===== src/rtl/gate_tester.sv =====
// Self-test sequencer for a 2-input gate: drives the four A/B vectors, waits
// SETTLE cycles per vector, checks X against TRUTH and reports per-vector fails.
module gate_tester #(
  parameter logic [3:0]  TRUTH        = 4'b0111,
  parameter int unsigned SETTLE       = 2,
  parameter bit          STOP_ON_FAIL = 1'b0
) (
  input  logic       CLK,
  input  logic       RST,
  input  logic       START,
  input  logic       X,
  output logic       A,
  output logic       B,
  output logic       BUSY,
  output logic       DONE,
  output logic       PASS,
  output logic [3:0] FAIL_VEC,
  output logic [1:0] VEC_IDX
);

  generate
    if (SETTLE < 1 || SETTLE > 15) begin : g_bad_settle
      $error("gate_tester: SETTLE must be in 1..15");
    end
  endgenerate

  localparam logic [3:0] CNT_LAST = 4'(SETTLE - 1);

  typedef enum logic [1:0] {S_IDLE, S_APPLY, S_DONE} state_t;

  state_t     state_q, state_d;
  logic [1:0] idx_q, idx_d;
  logic [3:0] cnt_q, cnt_d;
  logic [3:0] fail_q, fail_d;
  logic       a_q, a_d;
  logic       b_q, b_d;
  logic       mism;
  logic       sample;
  logic [1:0] idx_nxt;

  always_ff @(posedge CLK or posedge RST) begin
    if (RST) begin
      state_q <= S_IDLE;
      idx_q   <= 2'd0;
      cnt_q   <= 4'd0;
      fail_q  <= 4'd0;
      a_q     <= 1'b0;
      b_q     <= 1'b0;
    end else begin
      state_q <= state_d;
      idx_q   <= idx_d;
      cnt_q   <= cnt_d;
      fail_q  <= fail_d;
      a_q     <= a_d;
      b_q     <= b_d;
    end
  end

  always_comb begin
    state_d = state_q;
    idx_d   = idx_q;
    cnt_d   = cnt_q;
    fail_d  = fail_q;
    a_d     = a_q;
    b_d     = b_q;
    idx_nxt = idx_q + 2'd1;
    // Case inequality so an X/Z from the gate in simulation is a mismatch.
    mism    = (X !== TRUTH[idx_q]);
    sample  = (cnt_q == CNT_LAST);

    case (state_q)
      S_IDLE, S_DONE: begin
        if (START) begin
          state_d = S_APPLY;
          idx_d   = 2'd0;
          cnt_d   = 4'd0;
          fail_d  = 4'd0;
          a_d     = 1'b0;
          b_d     = 1'b0;
        end
      end
      S_APPLY: begin
        cnt_d = cnt_q + 4'd1;
        if (sample) begin
          fail_d = fail_q | ({3'b000, mism} << idx_q);
          cnt_d  = 4'd0;
          if (idx_q == 2'd3 || (STOP_ON_FAIL && mism)) begin
            state_d = S_DONE;
          end else begin
            idx_d = idx_nxt;
            a_d   = idx_nxt[0];
            b_d   = idx_nxt[1];
          end
        end
      end
      default: state_d = S_IDLE;
    endcase
  end

  assign A        = a_q;
  assign B        = b_q;
  assign VEC_IDX  = idx_q;
  assign FAIL_VEC = fail_q;
  assign BUSY     = (state_q == S_APPLY);
  assign DONE     = (state_q == S_DONE);
  assign PASS     = (state_q == S_DONE) && (fail_q == 4'd0);

endmodule


===== config.mk =====
export PLATFORM = sky130hd
export DESIGN_NAME = gate_tester
export DESIGN_NICKNAME = d
export VERILOG_FILES = /design/src/rtl/gate_tester.sv
export SDC_FILE = /design/constraint.sdc
export NUM_CORES = 1
export LEC_CHECK = 0
export BUFFER_PORTS_ARGS = -buffer_cell sky130_fd_sc_hd__buf_2
export CORE_MARGIN = 5
export CORE_UTILIZATION = 40
export DETAILED_ROUTE_END_ITERATION = 8
export GPL_ROUTABILITY_DRIVEN = 0
export MAX_ROUTING_LAYER = met4
export SETUP_SLACK_MARGIN = 0.05
export SYNTH_ARGS = -nofsm -noshare
export SYNTH_HDL_FRONTEND = slang
export SYNTH_SLANG_ARGS = --single-unit

===== constraint.sdc =====
create_clock -name CLK -period 1.34 [get_ports CLK]
set_input_delay 0.067 -clock CLK [delete_from_list [all_inputs] [get_ports CLK]]
set_output_delay 0.067 -clock CLK [all_outputs]
set_load 0.03 [all_outputs]

# After elaboration in Yosys (flattened, before gate mapping)
# Cells that the tools add are included.
dict set report word_totals {
  output_inout_bits 11
  mem_bits_rw 0
  word_cells 51
  latch_bits 0
  memories 0
  romBits 0
  in_bits 4
  register_bits 14
}
dict set report op_classes {
  n_reduce_logical 9
  div_mod_pow 0
  n_eq_ne 9
  shift 1
  muxes 22
  n_bitwise 1
  multipliers 0
  add_sub_neg 2
  n_lt_le_gt_ge 1
}
# cell count
set op_table {}
lappend op_table {{4-bit case mux with 2 select lines} 2}
lappend op_table {{2-bit two-way mux} 6}
lappend op_table {{4-bit two-way mux} 3}
lappend op_table {{2-bit case mux with 2 select lines} 2}
lappend op_table {{1-bit two-way mux} 6}
lappend op_table {{3-bit AND reduction} 2}
lappend op_table {{4-bit by 1-bit adder with 4-bit output, second input constant} 1}
lappend op_table {{2-bit == test, second input constant} 2}
lappend op_table {{4-bit by 1-bit == test with 1-bit output, second input constant} 1}
lappend op_table {{4-bit zero test} 1}
lappend op_table {{2-bit by 1-bit != test with 1-bit output, second input constant} 2}
lappend op_table {{2-bit != test, second input constant} 2}
lappend op_table {{4-bit bitwise OR} 1}
lappend op_table {{1-bit case mux with 2 select lines} 2}
lappend op_table {{4-bit AND reduction} 1}
lappend op_table {{1-bit by 2-bit << shifter with 4-bit output} 1}
lappend op_table {{2-bit by 3-bit < comparator with 1-bit output, second input constant} 1}
lappend op_table {{2-bit by 1-bit adder with 2-bit output, second input constant} 1}
lappend op_table {{1-bit binary-select mux with 2-bit select} 1}
lappend op_table {{2-bit by 1-bit == test with 1-bit output, second input constant} 1}
lappend op_table {{2-bit zero test} 1}
lappend op_table {{2-bit AND reduction} 1}
lappend op_table {{2-bit nonzero test} 1}
lappend op_table {{2-bit OR reduction} 1}
lappend op_table {{2 further kinds} 2}

# Longest topological paths before layout
# Gate-level depths: netlist of run 1.
dict set report logic_depth {
  word_depth 7
  ltp_mapped 5
  ltp_nobuf 5
}

# Worst setup path before layout of run 1
# OpenSTA, ideal clock, no wires.
dict set report synth_timing {
  path_type {reg2reg}
  start {register idx_q[1], in the netlist VEC_IDX[1]}
  end {register fail_q[3], in the netlist FAIL_VEC[3]}
  stages_incl_launch_ff 5
  arrival_time_ns 1.467
  required_ns 1.218
  period_less_slack_ns 1.589
  slack_ns -0.249
  setup_ns 0.122
  n_path_buf 0
  path_cell_list {dfrtp_1 > ha_1 > xor2_1 > nor4b_2 > a32o_1}
}
dict set report synth_between {
  elab_chain_cells 7
}
# item line_no
set synth_rtl {}
lappend synth_rtl {{start: declaration} 32} ;# logic [1:0] idx_q, idx_d;
lappend synth_rtl {{start signal: assignment} 51} ;# idx_q <= idx_d;
lappend synth_rtl {{1-bit binary-select mux with 2-bit select} 68} ;# mism = (X !== TRUTH[idx_q]);
lappend synth_rtl {{1-bit two-way mux (not written as such)} 68}
lappend synth_rtl {{1-bit case inequality test} 68}
lappend synth_rtl {{1-bit by 2-bit << shifter with 4-bit output *} 85} ;# fail_d = fail_q | ({3'b000, mism} << idx_q);
lappend synth_rtl {{4-bit bitwise OR *} 85}
lappend synth_rtl {{4-bit two-way mux *} 84} ;# if (sample) begin
lappend synth_rtl {{4-bit case mux with 2 select lines *} 71} ;# case (state_q)
lappend synth_rtl {{end signal: assignment} 53} ;# fail_q <= fail_d;
lappend synth_rtl {{end: declaration} 34} ;# logic [3:0] fail_q, fail_d;
# Mark *: on every way between the ends. The rest lies on a longest branch, timed or not. The select of a mux whose other input is x is not followed.
# A chain may end at the register's enable or synchronous reset.

# Worst setup path after layout of run 1
dict set report layout_timing {
  start {register fail_q[0], in the netlist FAIL_VEC[0]}
  end {output PASS}
}
dict set report layout_between {
  elab_chain_cells 2
}
# item line_no
set layout_rtl {}
lappend layout_rtl {{4-bit zero test} 106} ;# assign PASS = (state_q == S_DONE) && (fail_q == 4'd0);
lappend layout_rtl {{1-bit logical AND} 106}
lappend layout_rtl {{end: declaration} 16} ;# output logic PASS,
# No other way between the ends.

==> impl_metrics.toml, run 1 <==
[status]
outcome = "complete, but fails checks"
violations = "negative setup slack"

[timing]
timing.fmax_mhz = 667
max_slew_margin = 0.679
fin_tns_setup_ns = -0.159
period_share = 1.12
rsz0062_at_grt = "true"
fin_worst_skew_ns = 0.00757
setup_violations = 1
drv_slew = 0
hold_viol_final = 0
fin_ws_ns = -0.159
tightestPinTransition_ns = 0.480
layout_min_cycle_time_ns = 1.50
hold_slack_ns = 0.335

[cells_and_area]
drive_above_1_share = 0.540
final_nets = 96
seqCellArea_um2 = 303
n_fill_cell = 140
final_cells = 104
multi_input_area_um2 = 410
syn_to_final_growth_pct = 43.2
antenna_cells = 0

[synth]
synth_seq_area_share = 0.440
syn_area_um2 = 683
ys_ff_latch = 12
synth_area_per_cell_um2 = 11.6
synth_warnings = 0
synth_cell_types = 29
syn_nets = 67
synth_cells = 59

[worst_setup_path]
critical_path_arrival_ns = 1.43
cp-end-kind = "primary output"
start_kind = "flop"
cp.required_ns = 1.27
critPathMaxStageDelay_ns = 0.53
crit_path_top_delay_cell = "or4_4"
cp_cell_sequence = "or4_4 > nor2_4 > buf_6"
crit_type = "flop to primary output"
crit_path_max_fanout = 3

[drt]
drt-total-wl_um = 1440
post_drt_via_cell_ratio = 5.09
vias = 529
routedWlPerCell_um = 13.8
dr.pass1.iters = 3
antenna_left = 0
drcViolationCount = 0
first_iter_violations = 4

[floorplan]
ios = 15
design.die.area_um2 = 2630
core_um2 = 1670
start_util = 0.409
rows = 15
die_w_um = 51.3
dieHeight_um = 51.3

[worst_hold_path]
hold_class = "input pin to asynchronous set/reset pin"

[clock_tree]
clkTransAtPathRegs_ns = 0.08
htree_levels = 1
cts_tree = "built"
clockBufferDepth = 2
cts_buffers = 3
clock_sinks = 12
clock_latency_ns = 0.28
root_buffer = "clkbuf_4"

[power]
cellPowerDensity_nw_per_um2 = 2470
peakVddDrop_v = 0.00124
total_power_mw = 2.42
p_leak_nw = 0.477

[global_routing]
antenna_found_initial = 0
grt_max_degree = 13
track_usage = 0.126
grt_pass1_wl_um = 2350
grt_pass1_vias = 483
grt-ovfl-total = 0

[job]
cap_violations = 0

[placement]
port_buffers = 14
dp.cells = 92
dp_hpwl_um = 993
critical path, delay by kind of cell, from the launching register on:
family / cells / cell delay, ns
buffers and inverters: 1 / 0.13
AND/OR/NAND/NOR: 2 / 0.62
flip-flops: 1 / 0.40
per-stage QoR:
step	instance area, µm²	utilization	worst slack, ns
2_1_floorplan	713	-	-0.0429
3_5_place_dp	818	0.490	0.0212
6_report	978	0.586	-0.159
4_1_cts	910	0.545	-0.164
5_1_grt	978	0.586	-0.211
3_3_place_gp	818	0.490	0.00972
power by group:
| group | leakage [nW] | internal (mW) | switching (mW) |
|---|---|---|---|
| clock network | 0.0150 | 0.116 | 0.129 |
| logic | 0.312 | 0.719 | 0.781 |
| registers | 0.150 | 0.517 | 0.155 |
layout by cell type (no fill, tap or decap), types with 3 or more instances in the layout:
cell type	count
dfrtp_1	10
inv_1	4
nand3_1	4
buf_6	3
buf_4	10
buf_2	12
clkbuf_4	4
layer usage:
layer  share of wire  GRT usage
met5               0          -
met2            0.46      0.176
met1            0.47      0.171
met4           0.029     0.0655
met3           0.030     0.0262
cells by family (layout without fill, tap and decap cells):
logic type,count (synthesis),count (layout),share of synthesized area
AOI/OAI and AO/OA,11,11,0.126
xor gates and xnor gates,2,2,0.0256
adders and majority gates,4,4,0.0733
buffers and inverters,9,37,0.0732
DFF,12,12,0.440
muxes,2,2,0.0293
and+or+nand+nor,19,19,0.233
cell type report:
type,instances,share of cell area
flip-flops and latches,12,0.309
multi-input cells,38,0.419
clock buffers,4,0.0269
inverters,5,0.0217
repair buffers,28,0.201
well taps,17,0.0217
synthesized netlist by cell type, drive strengths merged:
| library cell | instances | area (µm²) |
|---|---|---|
| a21boi | 1 | 7.51 |
| a22o | 2 | 17.5 |
| a32o | 2 | 20.0 |
| and2 | 1 | 6.26 |
| buf | 4 | 31.3 |
| dfrtp | 12 | 300 |
| ha | 4 | 50.1 |
| inv | 5 | 18.8 |
| mux2i | 2 | 20.0 |
| nand2 | 2 | 7.51 |
| nand2b | 3 | 26.3 |
| nand3 | 4 | 20.0 |
| nand3b | 1 | 11.3 |
| nor2 | 1 | 3.75 |
| nor2b | 2 | 12.5 |
| nor3b | 1 | 18.8 |
| nor4 | 1 | 21.3 |
| nor4b | 2 | 23.8 |
| o21a | 1 | 7.51 |
| o21ai | 2 | 10.0 |
| o2bb2ai | 1 | 8.76 |
| o31ai | 2 | 15.0 |
| or4 | 1 | 7.51 |
| xor2 | 2 | 17.5 |
sequential cells by signal, indices dropped and copies added (netlist names):
name      cells
state_q       2
VEC_IDX       2
cnt_q         4
FAIL_VEC      4
final timing paths:
path	from	endpoint	depth (start not counted)	slack, ns
max reg2reg	cnt_q[1]	state_q[0]	5	0.04
min in group CLK	X	FAIL_VEC[0]	4	0.38
min reg2reg	FAIL_VEC[0]	FAIL_VEC[0]	1	0.55
min	RST	FAIL_VEC[3]	3	0.34
max in group asynchronous	RST	VEC_IDX[0]	3	0.65
max	FAIL_VEC[0]	PASS	3	-0.16
what timing repair did:
| item | in CTS | in global routing |
|---|---|---|
| pin swaps | 5 | 6 |
| endpoints found under the setup margin | 3 | 12 |
| hold endpoints to repair | 13 | 0 |
| gates resized for setup | 5 | 12 |
| setup buffers | 2 | 4 |
| hold buffers | 2 | 0 |
Note: power is estimated with default switching activity, not from simulation.
==> run 2: changes to the inputs <==
CORE_MARGIN = 2   (was 5)
==> run 2 against run 1 <==
Count of clock-buffer cells in the layout unchanged. Flip-flop and latch count unchanged. Largest cell class unchanged. Largest power group unchanged. Clock skew down 0.0030 ns. Core utilization up 7.1 points. Global-route usage up 2.2 points. Cell area up 4.6%. Critical endpoint unchanged. Non-clock buffer count up 2. The run still ends with negative setup slack left. Register-to-register slack better by 0.02 ns.
==> impl_metrics.toml, run 2 (same netlist as run 1, synthesis figures left out) <==
[status]
outcome = "complete, but fails checks"
violations = "negative setup slack"

[worst_setup_path]
crit_type = "flop to primary output"
critPathMaxStageDelay_ns = 0.55
cp_cell_sequence = "or4_4 > nor2_4 > buf_6"
cp-end-kind = "primary output"
crit_path_top_delay_cell = "or4_4"
crit_family = "simple AND/OR/NAND/NOR gates"
start_kind = "flop"
crit_path_max_fanout = 2
critical_path_arrival_ns = 1.43
cp.required_ns = 1.27
path_buf_inv = 1

[drt]
drcViolationCount = 0
dr.pass1.iters = 2
drt-total-wl_um = 1350
first_iter_violations = 1
antenna_left = 0
post_drt_via_cell_ratio = 5.24
vias = 550
routedWlPerCell_um = 12.9

[clock_tree]
cts_buffers = 3
clock_latency_ns = 0.27
clock_sinks = 12
root_buffer = "clkbuf_4"
clockBufferDepth = 2
clkTransAtPathRegs_ns = 0.07
htree_levels = 1
cts_tree = "built"

[job]
cap_violations = 0

[timing]
setup_violations = 1
period_share = 1.12
layout_min_cycle_time_ns = 1.50
drv_slew = 0
timing.fmax_mhz = 668
tightestPinTransition_ns = 0.449
fin_tns_setup_ns = -0.157
rsz0062_at_grt = "true"
hold_viol_final = 0
max_slew_margin = 0.700
hold_slack_ns = 0.339
fin_worst_skew_ns = 0.00457
fin_ws_ns = -0.157

[cells_and_area]
antenna_cells = 0
final_cells = 105
drive_above_1_share = 0.618
layout_common_cells = "buf_4, buf_2, dfrtp_1, nand3_1"
syn_to_final_growth_pct = 49.8
postLayoutCellArea_um2 = 1020
final_nets = 98
seqCellArea_um2 = 303
layout_commonest_cell = "buf_4"
n_fill_cell = 116
multi_input_area_um2 = 439

[floorplan]
core_um2 = 1560
die_w_um = 45.3
ios = 15
rows = 14
dieHeight_um = 45.3
start_util = 0.438
design.die.area_um2 = 2050

[global_routing]
grt_max_degree = 13
grt_pass1_wl_um = 2030
grt_pass1_vias = 466
antenna_found_initial = 0
grt-ovfl-total = 0
track_usage = 0.148

[placement]
dp.cells = 90
dpl_cell_area_um2 = 810
port_buffers = 14
dp_hpwl_um = 905

[power]
total_power_mw = 2.54
cellPowerDensity_nw_per_um2 = 2480
peakVddDrop_v = 0.00119
p_leak_nw = 0.495

[worst_hold_path]
hold_class = "input pin to flop"
[run 2: what timing repair did]
item                                    4_1_cts  5_1_grt
endpoints found under the setup margin        4       12
pin swaps                                     0        6
resized for setup                             5       17
hold buffers                                  2        0
hold endpoints to repair                     13        0
buffers inserted                              2        7
[run 2: per-layer routing]
layer,wire length (µm),track usage
met1,563,0.165
met4,4,0.0353
met2,720,0.237
met3,65,0.0720
met5,0,-
[run 2: cell type report]
type	count	share of cell area
Clock buffer	4	0.0355
Inverter	5	0.0208
Multi-Input combinational cell	38	0.429
Sequential cell	12	0.296
Tap cell	16	0.0196
Timing Repair Buffer	30	0.199
[run 2: worst reg2reg max path, delay by kind of cell, from the launching register on]
| family | cells | cell delay, ns |
|---|---|---|
| and+or+nand+nor | 1 | 0.23 |
| AOI/OAI and AO/OA | 1 | 0.20 |
| DFF | 1 | 0.42 |
| adders and majority gates | 1 | 0.18 |
| xor gates and xnor gates | 1 | 0.19 |
[run 2: power by group]
part           internal, mW  total (mW)  switching, mW
clock                 0.165       0.280          0.115
combinational         0.770        1.58          0.815
sequential            0.517       0.674          0.157
[run 2: stage by stage]
step | setup slack (ns) | utilization
floorplan | -0.0429 | -
CTS | -0.152 | 0.584
finish | -0.157 | 0.657
global route | -0.199 | 0.657
global placement | 0.0487 | 0.519
detailed placement | 0.0462 | 0.519
[run 2: path summary, 6_finish.rpt]
kind                              from          end  slack, ns  cells past startpoint
setup / recovery           FAIL_VEC[0]         PASS      -0.16                      3
hold / removal                       X  FAIL_VEC[0]       0.34                      4
setup reg to reg            VEC_IDX[0]  FAIL_VEC[3]       0.06                      4
hold reg to reg            FAIL_VEC[2]  FAIL_VEC[2]       0.55                      1
max in group asynchronous          RST   VEC_IDX[0]       0.65                      3
min in group asynchronous          RST     cnt_q[3]       0.35                      3
==> run 3: changes to the inputs <==
MAX_ROUTING_LAYER = not set   (was met4)
==> run 3 against run 2 <==
The flow still finishes with violations (negative setup slack). Worst hold slack gained 0.011 ns. Via count shrank 0.91%. Flip-flop and latch count is the same. Sequential share of layout area is the same. Power is essentially flat. Global-route usage shrank 0.43 points. Combinational power is essentially flat. Cell area is the same. First-iteration DRC count grew to 3.0 times the previous value. Highest routed layer is now met3.
==> impl_metrics.toml, run 3 (same netlist as run 1, synthesis figures left out) <==
[drt]
antenna_left = 0
post_drt_via_cell_ratio = 5.19
drt-total-wl_um = 1370
first_iter_violations = 3
drcViolationCount = 0
vias = 545
routedWlPerCell_um = 13.0
dr.pass1.iters = 4

[timing]
hold_slack_ns = 0.350
rsz0062_at_grt = "true"
fin_worst_skew_ns = 0.00416
tightestPinTransition_ns = 0.456
hold_viol_final = 0
max_slew_margin = 0.696
timing.fmax_mhz = 670
fin_tns_setup_ns = -0.153
fin_ws_ns = -0.153
drv_slew = 0
layout_min_cycle_time_ns = 1.49
setup_violations = 1
period_share = 1.11

[power]
p_leak_nw = 0.495
cellPowerDensity_nw_per_um2 = 2480
total_power_mw = 2.54
peakVddDrop_v = 0.00119

[global_routing]
grt_max_degree = 13
grt_pass1_wl_um = 2030
track_usage = 0.144
grt-ovfl-total = 0
grt_pass1_vias = 466
antenna_found_initial = 0

[job]
cap_violations = 0

[cells_and_area]
final_cells = 105
layout_commonest_cell = "buf_4"
syn_to_final_growth_pct = 49.8
postLayoutCellArea_um2 = 1020
final_nets = 98
antenna_cells = 0
layout_common_cells = "buf_4, buf_2, dfrtp_1, nand3_1"
drive_above_1_share = 0.618
final_util = 0.657

[worst_setup_path]
cp.required_ns = 1.27
cp-end-kind = "primary output"
critPathMaxStageDelay_ns = 0.55
timing.rr.start = "VEC_IDX[0]"
cp_cell_sequence = "or4_4 > nor2_4 > buf_6"
r2r-end = "FAIL_VEC[3]"
start_kind = "flop"
crit_path_top_delay_cell = "or4_4"
reg2reg_depth = 4
critical_path_arrival_ns = 1.43
crit_path_max_fanout = 2
crit_type = "flop to primary output"
ff2ff_setup_slack_ns = 0.06

[status]
outcome = "complete, but fails checks"
violations = "negative setup slack"

[placement]
port_buffers = 14
dpl_cell_area_um2 = 810
dp.cells = 90
dp_hpwl_um = 905
pre_cts_ws_ns = 0.0462

[floorplan]
core_um2 = 1560
start_util = 0.438
dieHeight_um = 45.3
ios = 15
design.die.area_um2 = 2050
die_w_um = 45.3
rows = 14

[clock_tree]
cts_tree = "built"
clock_sinks = 12
cts_buffers = 3
clock_latency_ns = 0.27
clockBufferDepth = 2
root_buffer = "clkbuf_4"
clkTransAtPathRegs_ns = 0.07
htree_levels = 1

[worst_hold_path]
hold_class = "input pin to asynchronous set/reset pin"
==> run 3: cell counts in the layout (fill, tap and decap cells not counted) <==
No cell type changed its count.
==> run 3: power breakdown <==
part           leakage (nW)  switching (mW)  internal [mW]
combinational         0.324           0.816          0.769
sequential            0.150           0.157          0.517
clock                0.0210           0.115          0.165
total                 0.495            1.09           1.45
==> run 3: repair_timing <==
action | in CTS | in global routing
pin swaps | 0 | 6
buffers inserted | 2 | 7
hold endpoints to repair | 13 | 0
gates cloned | 0 | 0
setup endpoints to repair | 4 | 12
hold buffers | 2 | 0
resized for setup | 5 | 17
==> run 3: critical path, delay by kind of cell, from the launching register on <==
family                 cells  cell delay, ns
DFF                        1            0.39
and+or+nand+nor            2            0.64
buffers and inverters      1            0.13
==> run 3: worst max path at each step <==
stage	from	to	slack (ns)	cells past startpoint
2_1_floorplan	VEC_IDX[0]	FAIL_VEC[3]	-0.04	4
3_3_place_gp	VEC_IDX[0]	VEC_IDX[1]	0.05	4
3_5_place_dp	FAIL_VEC[3]	PASS	0.05	3
4_1_cts	FAIL_VEC[3]	PASS	-0.15	3
5_1_grt	FAIL_VEC[0]	PASS	-0.20	3
6_report	FAIL_VEC[0]	PASS	-0.15	3
==> run 3: cell type report <==
class                           count  area (µm²)
Sequential cell                    12         303
Tap cell                           16        20.0
Clock buffer                        4        36.3
Inverter                            5        21.3
Fill cell                         116         536
Timing Repair Buffer               30         204
Multi-Input combinational cell     38         439
==> run 3: metal layers <==
metal	part of all wire	vias up	global-route usage
li1	-	271	-
met1	0.43	262	0.165
met2	0.52	12	0.237
met3	0.045	0	0.0720
met4	0	0	0.0353
met5	0	-	0
